--- src/rtl/uart_tx_frame.sv ---
// uart_tx_frame: configurable UART transmitter (start, DATA_BITS LSB-first,
// optional parity, 1-2 stop bits) with a valid/ready input handshake and an
// internal baud divider. Back-to-back frames are accepted in the last clock
// of the final stop bit, so the line never idles between streamed words.
module uart_tx_frame #(
    parameter int unsigned DATA_BITS    = 8,
    parameter int unsigned CLKS_PER_BIT = 16,
    parameter int unsigned PARITY       = 0,   // 0 none, 1 odd, 2 even
    parameter int unsigned STOP_BITS    = 1
) (
    input  logic                 clk,
    input  logic                 rst,
    input  logic                 tx_valid,
    output logic                 tx_ready,
    input  logic [DATA_BITS-1:0] tx_data,
    output logic                 tx,
    output logic                 tx_busy,
    output logic                 tx_done
);

    localparam int unsigned BAUD_W = $clog2(CLKS_PER_BIT);
    // Bit counter covers both data bits and stop bits (STOP_BITS <= 2 < DATA_BITS).
    localparam int unsigned BIT_W  = $clog2(DATA_BITS + 1);

    localparam logic [BAUD_W-1:0] BAUD_LAST = BAUD_W'(CLKS_PER_BIT - 1);
    localparam logic [BIT_W-1:0]  DATA_LAST = BIT_W'(DATA_BITS - 1);
    localparam logic [BIT_W-1:0]  STOP_LAST = BIT_W'(STOP_BITS - 1);

    typedef enum logic [2:0] {IDLE, START, DATA, PAR, STOP} state_t;

    state_t                state, state_d;
    logic [BAUD_W-1:0]     baud_cnt, baud_d;
    logic [BIT_W-1:0]      bit_cnt, bit_d;
    logic [DATA_BITS-1:0]  shreg, shreg_d;
    logic                  par_bit, par_d;
    logic                  tx_d;
    logic                  baud_end;
    logic                  last_stop;
    logic                  hs;

    assign baud_end  = (baud_cnt == BAUD_LAST);
    assign last_stop = (state == STOP) && baud_end && (bit_cnt == STOP_LAST);

    // Ready and done come from registered state only, never from tx_valid.
    assign tx_ready = (state == IDLE) || last_stop;
    assign tx_done  = last_stop;
    assign tx_busy  = (state != IDLE);
    assign hs       = tx_valid && tx_ready;

    // Next-state, counters, shift register and the next line level.
    always_comb begin
        state_d = state;
        baud_d  = baud_cnt;
        bit_d   = bit_cnt;
        shreg_d = shreg;
        par_d   = par_bit;
        tx_d    = 1'b1;

        unique case (state)
            IDLE: ;
            START: begin
                if (baud_end) begin
                    baud_d  = '0;
                    bit_d   = '0;
                    state_d = DATA;
                end else begin
                    baud_d = baud_cnt + BAUD_W'(1);
                end
            end
            DATA: begin
                if (baud_end) begin
                    baud_d  = '0;
                    shreg_d = shreg >> 1;
                    if (bit_cnt == DATA_LAST) begin
                        bit_d   = '0;
                        state_d = (PARITY != 0) ? PAR : STOP;
                    end else begin
                        bit_d = bit_cnt + BIT_W'(1);
                    end
                end else begin
                    baud_d = baud_cnt + BAUD_W'(1);
                end
            end
            PAR: begin
                if (baud_end) begin
                    baud_d  = '0;
                    bit_d   = '0;
                    state_d = STOP;
                end else begin
                    baud_d = baud_cnt + BAUD_W'(1);
                end
            end
            STOP: begin
                if (baud_end) begin
                    baud_d = '0;
                    if (bit_cnt == STOP_LAST) begin
                        bit_d   = '0;
                        state_d = IDLE;
                    end else begin
                        bit_d = bit_cnt + BIT_W'(1);
                    end
                end else begin
                    baud_d = baud_cnt + BAUD_W'(1);
                end
            end
            default: state_d = IDLE;
        endcase

        // A handshake overrides everything, including the last stop clock.
        if (hs) begin
            shreg_d = tx_data;
            par_d   = (PARITY == 2) ? ^tx_data : ~^tx_data;
            state_d = START;
            baud_d  = '0;
            bit_d   = '0;
        end

        // Line level is derived from the upcoming state so tx is a clean flop.
        unique case (state_d)
            START:   tx_d = 1'b0;
            DATA:    tx_d = shreg_d[0];
            PAR:     tx_d = par_d;
            default: tx_d = 1'b1;
        endcase
    end

    // State, counters, data and line register.
    always_ff @(posedge clk or posedge rst) begin
        if (rst) begin
            state    <= IDLE;
            baud_cnt <= '0;
            bit_cnt  <= '0;
            shreg    <= '0;
            par_bit  <= 1'b0;
            tx       <= 1'b1;
        end else begin
            state    <= state_d;
            baud_cnt <= baud_d;
            bit_cnt  <= bit_d;
            shreg    <= shreg_d;
            par_bit  <= par_d;
            tx       <= tx_d;
        end
    end

endmodule

--- config.mk ---
export PLATFORM = sky130hd
export DESIGN_NAME = uart_tx_frame
export DESIGN_NICKNAME = d
export VERILOG_FILES = /design/src/rtl/uart_tx_frame.sv
export SDC_FILE = /design/constraint.sdc
export NUM_CORES = 1
export LEC_CHECK = 0
export ABC_AREA = 0
export CAP_MARGIN = 20
export CORE_ASPECT_RATIO = 1.2
export CORE_MARGIN = 2
export CORE_UTILIZATION = 49
export CTS_CLUSTER_SIZE = 25
export DETAILED_ROUTE_END_ITERATION = 10
export HOLD_SLACK_MARGIN = 0.08
export PLACE_DENSITY = 0.74
export SETUP_SLACK_MARGIN = 0.5
export SYNTH_ARGS = -nofsm -noshare
export SYNTH_HDL_FRONTEND = slang
export SYNTH_SLANG_ARGS = --single-unit
--- constraint.sdc ---
create_clock -name clk -period 1.8 [get_ports clk]
set_input_delay 0.45 -clock clk [delete_from_list [all_inputs] [get_ports clk]]
set_output_delay 0.45 -clock clk [all_outputs]
set_load 0.01 [all_outputs]
### Word-level counts from Yosys, hierarchy flattened

Cells that the tools add are included.

* register bits after elaboration: 21
* logic and storage cells: 60
* bits of input ports: 11

* equal/unequal tests: 12
* muxes and demuxes: 23
* add/subtract/negate cells: 2
* reduce and logical (&&, ||, !) cells: 16

Operators with widths (count)
* $mux W4: 9
* $mux W8: 3
* $mux W3: 7
* $pmux W3 S5: 1
* $eq A3 B2 Y1 const B: 4
* $pmux W4 S3: 1
* $add A4 B1 Y4 const B: 2
* $reduce_xnor A8 Y1: 1
* $eq A3 B1 Y1 const B: 2
* $ne A3 B3 Y1 const B: 2
* $reduce_bool A2 Y1: 3
* $eq A4 B3 Y1 const B: 1
* $eq A4 B4 Y1 const B: 1
* $logic_not A4 Y1: 1
* $reduce_and A4 Y1: 1
* $reduce_bool A4 Y1: 1
* $reduce_or A4 Y1: 1
* $eq A3 B3 Y1 const B: 1
* $logic_and A1 B1 Y1: 3
* $logic_not A3 Y1: 1
* $ne A3 B1 Y1 const B: 1
* $pmux W1 S3: 1
* $reduce_bool A3 Y1: 1
* $reduce_and A2 Y1: 1
* other kinds (3): 3

### Logic depth before layout (Yosys ltp)

Gate-level depths: netlist (run 1).

* depth after elaboration: 8
* gate-level depth with buffers: 8
* mapped depth without buffers: 7

### Worst setup path before layout (run 1)

Ideal clock, no wire load.

* kind: reg2reg
* start point: register bit_cnt[0]
* end point: register par_bit
* arrival time: 1701 ps
* clock period less this slack: 1829 ps
* buffers on the path: 1
* library setup time: 127 ps
* stages on the path, launching flop included: 8
* data required time: 1673 ps
* slack: -29 ps
* path through: dfrtp_1 -> inv_1 -> ha_1 -> nor3b_1 -> nand2_2 -> a21oi_4 -> buf_6 -> mux2_1

* longest elaborated chain between the ends: 5

Ends and longest elaborated chain
* start, declared: RTL line 33 `logic [BIT_W-1:0] bit_cnt, bit_d;`
* start signal, assigned: RTL line 139 `bit_cnt <= bit_d;`
* $logic_not A4 Y1: RTL line 42 `assign last_stop = (state == STOP) && baud_end && (bit_cnt == STOP_LAST);`
* $logic_and A1 B1 Y1: RTL line 42
* $logic_or A1 B1 Y1: RTL line 45 `assign tx_ready = (state == IDLE) || last_stop;`
* $logic_and A1 B1 Y1: RTL line 48 `assign hs = tx_valid && tx_ready;`
* $mux W1: RTL line 110 `if (hs) begin`
* via par_d: RTL line 35 `logic par_bit, par_d;`
* end signal, assigned: RTL line 141 `par_bit <= par_d;`
* end, declared: RTL line 35

The timed path passes the listed nets, and every way through them passes these cells.
A chain may end at the register's enable or synchronous reset.

### Worst setup path after layout (run 1)

* start point: register bit_cnt[1]
* end point: register par_bit

Same word-level chain as after synthesis.

==> reports/qor.yml, run 1 <==
r2r-end: "par_bit$_DFF_PP0_"
nets: 188
grt_pass1_vias: 1158
grt_use_met2_pct: 39.2
nFillCells: 152
drt-vias-per-instance: 5.69
synth_area_leaders: "dfrtp_1 41%, xnor2_1 5.7%, a22o_1 5.0%"
hp-class: "input pin to async pin"
overflow: 0
busiest_layer: "met2"
slew_headroom_pct: 71.6
yosysWarnings: 0
startpoint_type: "register"
dieArea_um2: 2930
wirelength_mm: 2.97
cts_sinks: 21
register_area_um2: 527
path_clk_slew_ns: 0.11
fin_hold_ws_ns: 0.450
cp_max_fo: 5
die_h_um: 58.9
violations: "negative setup slack"
grt_pass1_wl_mm: 5.03
row_count: 19
cp.arrival_ns: 2.17
dpl_cell_area_um2: 1620
gp_congestion: 0.827
antenna_left: 0
end_kind: "register"
ctsHoldBuffers: 0
vias: 1161
wl_per_cell_um: 14.6
global_route.usage.met1_pct: 26.9
h-tree-depth: 1
start_util_pct: 52.8
yosysSeqAreaShare_pct: 42.8
dieWidth_um: 49.7
antenna_cells: 0
ys_seq_elements: 21
p_leak_nw: 0.820
cp_data_required_time_ns: 2.01
cts_made_buffers: 3
pre_cts_ws_ns: -0.235
firstDrtPassIters: 4
synth_top_area_share_pct: 40.7
syn2layout_area_growth_pct: 45.0
rrSetupSlack_ns: -0.16
ys_async_sr_fraction_pct: 100
synth_edf_count: 0
stdcell_area_um2: 1780
yosysUniqueCellTypes: 38
clock_path_buffers: 2
period_minus_slack_ns: 1.96
syn-num-nets: 137
syn_inst: 123
syn_avg_cell_area_um2: 10.0
status: "complete, but fails checks"
drive_gt1_share_pct: 38.2
reg2reg_from: "bit_cnt[1]$_DFFE_PP0P_"
ios: 15
tightest_slew_ns: 0.424
yosys-top-cells-count: "20 x dfrtp_1, 10 x nor2_1, 10 x o21ai_0, 8 x xnor2_1"
synth_ff_type: "dfrtp_1"
finalHoldViolations: 0
drv_slew: 0
drv_cap: 0
r2r_cells: 9
worst_slack_ns: -0.161
drt-initial-drc-count: 26
clock_latency_ns: 0.31
clock.fmax_mhz: 510
synth_area_um2: 1230
grt_usage_pct: 22.7
finClkSkew_ns: 0.00631
route.detailed.drc: 0
coreArea_um2: 2330
synth_top_area_cell: "dfrtp_1"
power.density_nw_per_um2: 1350
fin_crit_sh_pct: 109
cts_tree: "done"
multi_input_area_um2: 743
grt_max_degree: 22
peakVddDrop_uv: 1010
path_class: "register to register"
post-synth-top-count-cell: "dfrtp_1"
rsz0062_at_grt: "true"
dp_hpwl_mm: 2.03
antenna_found_initial: 0
clockRootBuffer: "clkbuf_4"
place.port_buffers: 14
global_route.usage.met3_pct: 3.81
final-setup-viol-count: 18
-- sequential cells by signal (all words and copies together) (netlist names) --
| signal | cells |
|---|---|
| shreg | 8 |
| baud_cnt | 4 |
| bit_cnt | 4 |
| state | 3 |
| par_bit | 1 |
| tx | 1 |
-- stage by stage --
| stage | std cells | total power, W | TNS (ns) | utilization (%) |
|---|---|---|---|---|
| 2_1_floorplan | 123 | 0.00156 | 0 | - |
| 3_3_place_gp | 190 | 0.00191 | -0.462 | 69.4 |
| 3_5_place_dp | 190 | 0.00198 | -0.559 | 69.4 |
| 4_1_cts | 202 | 0.00233 | -0.931 | 75.0 |
| 5_1_grt | 204 | 0.00258 | -2.88 | 76.5 |
| 6_report | 204 | 0.00241 | -1.68 | 76.5 |
-- power by group --
part / internal [W] / switching, W / total [W]
Clock: 0.0000866 / 0.000141 / 0.000228
Sequential: 0.000684 / 0.000138 / 0.000822
Combinational: 0.000744 / 0.000615 / 0.00136
Total: 0.00151 / 0.000894 / 0.00241
-- what timing repair did --
action	in CTS	in global routing
resized for setup	34	6
pin swaps	13	4
setup buffers	8	2
endpoints found under the setup margin	24	25
-- critical path, stage by stage (launching register included) --
cell and delay (ns):
dfrtp_1 0.42, inv_2 0.08, ha_4 0.12, nor3b_4 0.22, nand2_2 0.11, buf_4 0.15
buf_6 0.11, a21oi_4 0.23, buf_6 0.15, mux2_4 0.29
-- layout make-up --
| class | instances | share of cell area, % |
|---|---|---|
| clock buffers | 4 | 1.47 |
| flip-flops and latches | 21 | 29.5 |
| repair buffers | 49 | 23.6 |
| multi-input cells | 92 | 41.7 |
| well taps | 31 | 2.18 |
| inverters | 7 | 1.47 |
-- how the worst max path moves through the flow --
stage / startpoint / to / slack [ns] / cells past startpoint
finish: bit_cnt[1]$_DFFE_PP0P_ / par_bit$_DFF_PP0_ / -0.16 / 9
CTS: bit_cnt[0]$_DFFE_PP0P_ / tx_ready / -0.12 / 6
detailed placement: bit_cnt[1]$_DFFE_PP0P_ / tx_ready / -0.24 / 6
global route: bit_cnt[0]$_DFFE_PP0P_ / tx_ready / -0.22 / 6
floorplan: bit_cnt[1]$_DFFE_PP0P_ / par_bit$_DFF_PP0_ / 0.14 / 7
global placement: bit_cnt[1]$_DFFE_PP0P_ / tx_ready / -0.20 / 6
-- placed cells by master (no fill, tap or decap), types with 3 or more instances in the layout --
cell type / n
clkdlybuf4s50_1: 10
o21ai_0: 5
mux2i_1: 3
a21o_1: 6
a21oi_1: 4
nand3_1: 4
dfrtp_1: 20
nand2_1: 3
clkbuf_4: 3
nor3_1: 3
xnor2_1: 8
nor2_1: 9
buf_6: 9
o21ai_1: 3
nand2_2: 3
buf_4: 28
a22o_1: 7
inv_1: 5
-- logic make-up after synthesis --
family,share of synthesized area [%]
simple gates,18.3
compound gates,21.7
flops,42.8
buf+inv,4.37
xor+xnor,6.41
mux,3.36
fa+ha+maj,3.05
-- metal layers --
layer / vias to the layer above / routed length (um) / share of wire (%)
li1: 542 / - / -
met1: 567 / 1230 / 41
met2: 41 / 1550 / 52
met3: 11 / 123 / 4.1
met4: 0 / 71 / 2.4
met5: - / 0 / 0
(Power assumes the default switching activity.)
==> inputs of run 2 (changes only) <==
==> constraint.sdc (replaced) <==
create_clock -name clk -period 1.8 [get_ports clk]
set_input_delay 0.18 -clock clk [delete_from_list [all_inputs] [get_ports clk]]
set_output_delay 0.18 -clock clk [all_outputs]
set_load 0.01 [all_outputs]
==> run 2 against run 1 <==
Sequential share of layout area is 0.28 points lower. The flow now finishes without violations. Critical path type unchanged. Die area stayed put. Fmax is 12% higher.
==> reports/qor.yml, run 2 (synthesized netlist as in run 1, its figures left out) <==
status: "finished, final reports clean"
dieArea_um2: 2930
startpoint_type: "register"
path_class: "register to register"
ctsHoldBuffers: 0
nFillCells: 171
route.detailed.drc: 0
setup_tns_ns: 0
largest_reg_flops: 8
vias: 1102
clock.fmax_mhz: 571
drv_slew: 0
row_count: 19
cts_tree: "done"
final_common_cell: "dfrtp_1"
tightest_slew_ns: 0.279
cts_made_buffers: 3
final-setup-viol-count: 0
final_util_pct: 77.4
path_clk_slew_ns: 0.12
coreArea_um2: 2330
drv_cap: 0
cp_data_required_time_ns: 2.00
antenna_cells: 0
clockRootBuffer: "clkbuf_4"
stdcell_area_um2: 1800
layout_common_cells: "19 x dfrtp_1, 18 x buf_4, 13 x buf_6, 10 x clkdlybuf4s50_1, 8 x xnor2_1"
dp_hpwl_mm: 1.93
clock_path_buffers: 2
reg_top3: "shreg: 8 flops, baud_cnt: 4 flops, bit_cnt: 4 flops"
gp_congestion: 0.847
drt-initial-drc-count: 32
grt_pass1_vias: 1120
finClkSkew_ns: 0.00737
syn2layout_area_growth_pct: 46.7
clock_latency_ns: 0.31
wirelength_mm: 2.98
grt_pass1_wl_mm: 4.75
cts_sinks: 21
overflow: 0
top_register: "shreg"
p_leak_nw: 0.806
wl_per_cell_um: 15.0
period_minus_slack_ns: 1.75
start_util_pct: 52.8
grt_max_degree: 22
cp.arrival_ns: 1.95
fin_hold_ws_ns: 0.182
hp-class: "input pin to async pin"
grt_usage_pct: 22.0
dieWidth_um: 49.7
die_h_um: 58.9
dpl_cell_area_um2: 1540
drt-vias-per-instance: 5.54
peakVddDrop_uv: 1010
power.density_nw_per_um2: 1340
drive_gt1_share_pct: 41.1
place.port_buffers: 14
end_kind: "register"
firstDrtPassIters: 4
antenna_found_initial: 0
antenna_left: 0
ios: 15
slew_headroom_pct: 81.2
rsz0062_at_grt: "true"
nets: 183
h-tree-depth: 1
fin_crit_sh_pct: 97.3
finalHoldViolations: 0
cp_max_fo: 4
==> run 2: cell count changes in the layout (fill, tap and decap cells not counted), sizes merged <==
cell           change
clkinv             +1
clkbuf             -1
buf                -6
clkdlybuf4s15      +1
==> run 2: timing repair <==
action,CTS,global route
resized for setup,32,21
endpoints found under the setup margin,23,24
endpoints found under the hold margin,0,0
setup buffers,12,3
pin swaps,13,9
==> run 2: stage by stage <==
step,setup slack (ns),instances,total power [W]
floorplan,0.143,123,0.00156
global placement,0.0182,180,0.00184
detailed placement,-0.0199,180,0.00191
CTS,0.0863,196,0.00227
global route,-0.0399,199,0.00258
finish,0.0486,199,0.00241
==> run 2: path summary, 6_finish.rpt <==
check / start / end / slack [ns] / cells past startpoint
max: bit_cnt[1]$_DFFE_PP0P_ / par_bit$_DFF_PP0_ / 0.05 / 7
min: rst / shreg[5]$_DFFE_PP0P_ / 0.18 / 3
max reg2reg: bit_cnt[1]$_DFFE_PP0P_ / par_bit$_DFF_PP0_ / 0.05 / 7
min reg2reg: shreg[3]$_DFFE_PP0P_ / shreg[3]$_DFFE_PP0P_ / 0.49 / 1
max in group asynchronous: rst / tx$_DFF_PP1_ / 1.35 / 3
min in group clk: tx_data[7] / shreg[7]$_DFFE_PP0P_ / 0.48 / 3
==> run 2: layer usage <==
metal	GRT usage (%)	part of all wire, %
met1	24.3	41
met2	38.7	52
met3	4.06	3.3
met4	14.3	3.1
met5	0	0
==> run 2: critical path: stages (launching register included) <==
cell	delay (ns)
dfrtp_1	0.41
inv_2	0.09
ha_4	0.13
nor3b_4	0.26
nand2_4	0.11
a21oi_4	0.21
buf_6	0.15
mux2_4	0.29
==> run 2: area by class of cell <==
type                       instances  area [um^2]  area share (%)
multi-input combinational         92          782            43.3
sequential                        21          528            29.3
timing repair buffer              44          402            22.3
tap                               31         38.8            2.15
inverter                           7         26.3            1.46
clock buffer                       3         22.5            1.25
clock inverter                     1         5.00           0.277
==> run 2: where the power goes <==
group	total [W]	leakage (nW)	internal [W]	switching [W]
combinational	0.00134	0.531	0.000716	0.000621
sequential	0.000844	0.258	0.000685	0.000159
clock	0.000229	0.0177	0.0000831	0.000146
total	0.00241	0.806	0.00148	0.000925
==> inputs of run 3 (changes only) <==
CORE_ASPECT_RATIO = 1.25   (was 1.2)
==> run 3 against run 2 <==
Global-route usage rose by 0.62 points. Die area barely moved. Highest routed layer unchanged. Cell count rose by 2.0%. Sequential cell count did not move. Fmax rose by 1.4%. Clock-buffer cell count did not move. Power fell by 0.77%. Register-to-register slack improved by 0.02 ns. Final area rose by 0.55%. Worst setup slack improved by 0.023 ns.
==> reports/qor.yml, run 3 (synthesized netlist as in run 1, its figures left out) <==
grt_pass1_wl_mm: 4.95
drv_cap: 0
cpMaxStageDelayCell: "dfrtp_1"
syn2layout_area_growth_pct: 47.5
layout_common_cells: "24 x buf_4, 20 x dfrtp_1, 10 x clkdlybuf4s50_1, 8 x xnor2_1, 8 x buf_6"
final_common_cell: "buf_4"
dp_hpwl_mm: 1.96
cts_sinks: 21
top_register: "shreg"
ios: 15
gp_congestion: 0.848
coreArea_um2: 2400
final_cells: 203
clock.fmax_mhz: 579
p_leak_nw: 0.812
path_class: "register to register"
overflow: 0
row_count: 20
dieWidth_um: 48.8
place.port_buffers: 14
path_clk_slew_ns: 0.12
cts_tree: "done"
peakVddDrop_uv: 766
clock_latency_ns: 0.30
wirelength_mm: 3.29
rsz0062_at_grt: "true"
period_minus_slack_ns: 1.73
fin_hold_ws_ns: 0.202
start_util_pct: 51.2
cp_max_fo: 5
antenna_found_initial: 0
total_power_w: 0.00239
path_buf_inv: 2
nets: 185
antenna_cells: 0
slew_headroom_pct: 80.1
worst_slack_ns: 0.0720
hp-class: "input pin to async pin"
grt_usage_pct: 22.6
grt_max_degree: 22
drt-initial-drc-count: 43
tightest_slew_ns: 0.298
ctsHoldBuffers: 0
finalHoldViolations: 0
dp_cells: 180
cp.arrival_ns: 1.93
cp_data_required_time_ns: 2.00
final_util_pct: 75.5
power.density_nw_per_um2: 1320
final-setup-viol-count: 0
drive_gt1_share_pct: 43.5
h-tree-depth: 1
end_kind: "register"
die_h_um: 60.0
drt-vias-per-instance: 5.79
largest_reg_flops: 8
cts_made_buffers: 3
drv_slew: 0
clock_path_buffers: 2
worstPathCellList: "inv_2, ha_4, nor3b_4, nand2_4, buf_4, a21oi_4, o31ai_1, a22o_1"
clockRootBuffer: "clkbuf_4"
firstDrtPassIters: 5
status: "finished, final reports clean"
finClkSkew_ns: 0.00929
fin_crit_sh_pct: 96.0
worst_path_largest_cell_delay_ns: 0.41
pre_cts_ws_ns: -0.0413
antenna_left: 0
startpoint_type: "register"
vias: 1175
grt_pass1_vias: 1173
route.detailed.drc: 0
crit_family: "compound AO/OA/AOI/OAI gates"
dieArea_um2: 2930
wl_per_cell_um: 16.2
reg_top3: "shreg: 8 flops, baud_cnt: 4 flops, bit_cnt: 4 flops"
## run 3: path summary, 6_finish.rpt
| path | slack, ns | cells after the start | end | startpoint |
|---|---|---|---|---|
| max | 0.07 | 8 | bit_cnt[3]$_DFFE_PP0P_ | bit_cnt[1]$_DFFE_PP0P_ |
| min | 0.20 | 3 | shreg[5]$_DFFE_PP0P_ | rst |
| max reg2reg | 0.07 | 8 | bit_cnt[3]$_DFFE_PP0P_ | bit_cnt[1]$_DFFE_PP0P_ |
| min reg2reg | 0.50 | 1 | shreg[3]$_DFFE_PP0P_ | shreg[3]$_DFFE_PP0P_ |
| max in group asynchronous | 1.33 | 3 | tx$_DFF_PP1_ | rst |
| min in group clk | 0.49 | 3 | shreg[7]$_DFFE_PP0P_ | tx_data[7] |
## run 3: area by class of cell
type | instances | area (um^2)
Clock inverter | 1 | 5.00
Inverter | 7 | 26.3
Sequential cell | 21 | 527
Multi-Input combinational cell | 93 | 802
Clock buffer | 3 | 22.5
Timing Repair Buffer | 45 | 390
Fill cell | 164 | 588
Tap cell | 33 | 41.3
## run 3: stage by stage
stage / setup TNS [ns] / cell area (um^2)
2_1_floorplan: 0 / 1280
3_3_place_gp: 0 / 1530
3_5_place_dp: -0.0413 / 1530
4_1_cts: 0 / 1720
5_1_grt: -0.0238 / 1810
6_report: 0 / 1810
## run 3: routing by layer
| metal | up-vias | track usage, % | part of all wire, % |
|---|---|---|---|
| met5 | - | 0 | 0 |
| met4 | 0 | 12.7 | 2.0 |
| met3 | 8 | 1.75 | 3.5 |
| met2 | 41 | 45.0 | 55 |
| met1 | 586 | 23.4 | 40 |
| li1 | 540 | - | - |
## run 3: report_power, final
part | total, W | switching [W] | leakage (nW) | internal, W
logic | 0.00133 | 0.000636 | 0.535 | 0.000693
registers | 0.000837 | 0.000154 | 0.259 | 0.000683
clock network | 0.000224 | 0.000141 | 0.0177 | 0.0000827
total | 0.00239 | 0.000932 | 0.812 | 0.00146
## run 3: worst register-to-register path, stage by stage (launching register included)
cell     delay [ns]
dfrtp_1        0.41
inv_2          0.08
ha_4           0.12
nor3b_4        0.26
nand2_4        0.12
buf_4          0.16
a21oi_4        0.19
o31ai_1        0.11
a22o_1         0.19
## run 3: what timing repair did
action / 4_1_cts / 5_1_grt
pin swaps: 13 / 9
setup endpoints to repair: 23 / 25
gates cloned: 1 / 0
gates resized for setup: 32 / 21
setup buffers: 13 / 5
==> RTL edit: new RTL, flow settings as in run 1 <==
The parameter `DATA_BITS` goes from 8 to 4.
--- a/src/rtl/uart_tx_frame.sv
+++ b/src/rtl/uart_tx_frame.sv
@@ -3,7 +3,7 @@
 // internal baud divider. Back-to-back frames are accepted in the last clock
 // of the final stop bit, so the line never idles between streamed words.
 module uart_tx_frame #(
-    parameter int unsigned DATA_BITS    = 8,
+    parameter int unsigned DATA_BITS    = 4,
     parameter int unsigned CLKS_PER_BIT = 16,
     parameter int unsigned PARITY       = 0,   // 0 none, 1 odd, 2 even
     parameter int unsigned STOP_BITS    = 1
Interface: changed (resized tx_data); port bits go from 15 to 11. The function was not compared with the original's and may differ.
==> RTL edit against run 1 <==
First-iteration DRC count increased by 35%; fmax decreased by 2.3%; cell area decreased by 8.1%; setup slack got worse by 0.047 ns; the run still ends with setup timing left; final cell count decreased by 14%; sequential cell count decreased by 5; critical path type is now reg2out; wire length increased by 24%; synthesized area decreased by 21%.
Power is left out: it rests on default switching activity, and per cell area and clock period it moved more than threefold.
==> RTL edit: results (changes against run 1) <==
Outcome
  • Outcome: finished, violations left
  • Failing checks: setup timing

Global routing
  • Gr usage total: 29.2% (+6.5 points)
  • First-pass GRT wire length: 4.89 mm (-2.9%)
  • Vias in the first global route: 1082 (-6.6%)
  • Largest net degree at the start of global routing: 11 (-50%)

STA
  • Slew margin rel.: 74.4% (+2.8 points)
  • Clock Skews: 0.00785 ns (+0.00155 ns)
  • Final setup fails: 11 (-7)
  • Final setup margin: -0.207 ns (-0.0465 ns)

Drt
  • DR iter-0 viols: 35 (+35%)
  • Vias/cell: 6.06 (+6.4%)
  • Final wirelength: 3.68 mm (+24%)

Finish
  • Layout cells sized above 1: 56.4% (+18 points)
  • Top flop regs: baud_cnt x4, shreg x4
  • Fillers: 81 (-47%)
  • Post-layout nets: 169 (-10%)

Synthesis
  • Synth area leaders: dfrtp_1 38%, nand2_1 7.3%, ha_1 6.4%
  • Share of the synthesized area in the top cell type: 38.5% (-2.2 points)
  • Post-synthesis sequential area ratio: 41.2% (-1.7 points)
  • Synth cell types: 32 (-16%)

Worst setup path
  • Worst Setup EP: tx_ready
  • Reg2Reg Setup Slack: -0.17 ns
  • RR Startpoint: baud_cnt[0]
  • CP arrival: 1.56 ns (-0.61 ns)
  • Crit Path Max Fanout: 2 (-3)
  • Reg2reg end: tx

Placed design
  • DP HPWL: 1.72 mm (-15%)
  • Final GP Congestion: 0.898 (+8.6%)
  • Placed cell areas: 1280 um2 (-21%)
-- RTL edit: final cells by class --
class                           count  area share (%)
Tap cell                           19            1.45
Multi-Input combinational cell     82            45.0
Timing Repair Buffer               47            25.2
Sequential cell                    16            24.6
Clock buffer                        4            2.21
Inverter                            7            1.60
-- RTL edit: cells by family after synthesis --
| kind of cell | share of synthesized area [%] |
|---|---|
| buffers and inverters | 5.13 |
| and+or+nand+nor | 25.9 |
| adders and majority gates | 6.41 |
| muxes | 4.23 |
| DFF | 41.2 |
| xor gates and xnor gates | 3.59 |
| AOI/OAI and AO/OA | 13.6 |
-- RTL edit: per-layer routing --
metal	vias up	routed length, um	part of all wire (%)	global-route usage, %
met2	54	1880	51	51.0
met5	-	0	0	0
met4	0	129	3.5	16.7
met1	518	1480	40	33.2
li1	474	-	-	-
met3	14	193	5.3	4.10
-- RTL edit: repair_timing --
| action | in CTS | in global routing |
|---|---|---|
| cloned | 1 | 0 |
| resized for setup | 41 | 20 |
| buffers inserted | 8 | 6 |
| endpoints found under the setup margin | 20 | 20 |
| pin swaps | 10 | 8 |
-- RTL edit: through the flow --
step	std cells	hold WS, ns	worst slack (ns)	utilization, %	TNS [ns]
after global placement	156	0.454	-0.172	69.4	-0.291
after floorplan	108	0.363	0.0532	-	0
after detailed placement	156	0.478	-0.222	69.4	-0.418
final	175	0.409	-0.207	88.6	-1.11
after CTS	169	0.419	-0.136	81.2	-0.248
after global routing	175	0.477	-0.255	88.6	-1.61
-- RTL edit: how the worst min path moves through the flow --
stage | depth (start not counted) | from | end
floorplan | 1 | rst | baud_cnt[0]
global placement | 2 | par_bit | par_bit
detailed placement | 2 | par_bit | par_bit
CTS | 2 | rst | shreg[2]
global route | 2 | rst | par_bit
finish | 2 | rst | shreg[2]
-- RTL edit: critical path: stages (launching register included) --
cell	delay, ns
dfrtp_1	0.42
inv_2	0.07
ha_2	0.16
nor2b_4	0.14
and4_4	0.24
a21o_1	0.09
buf_2	0.12
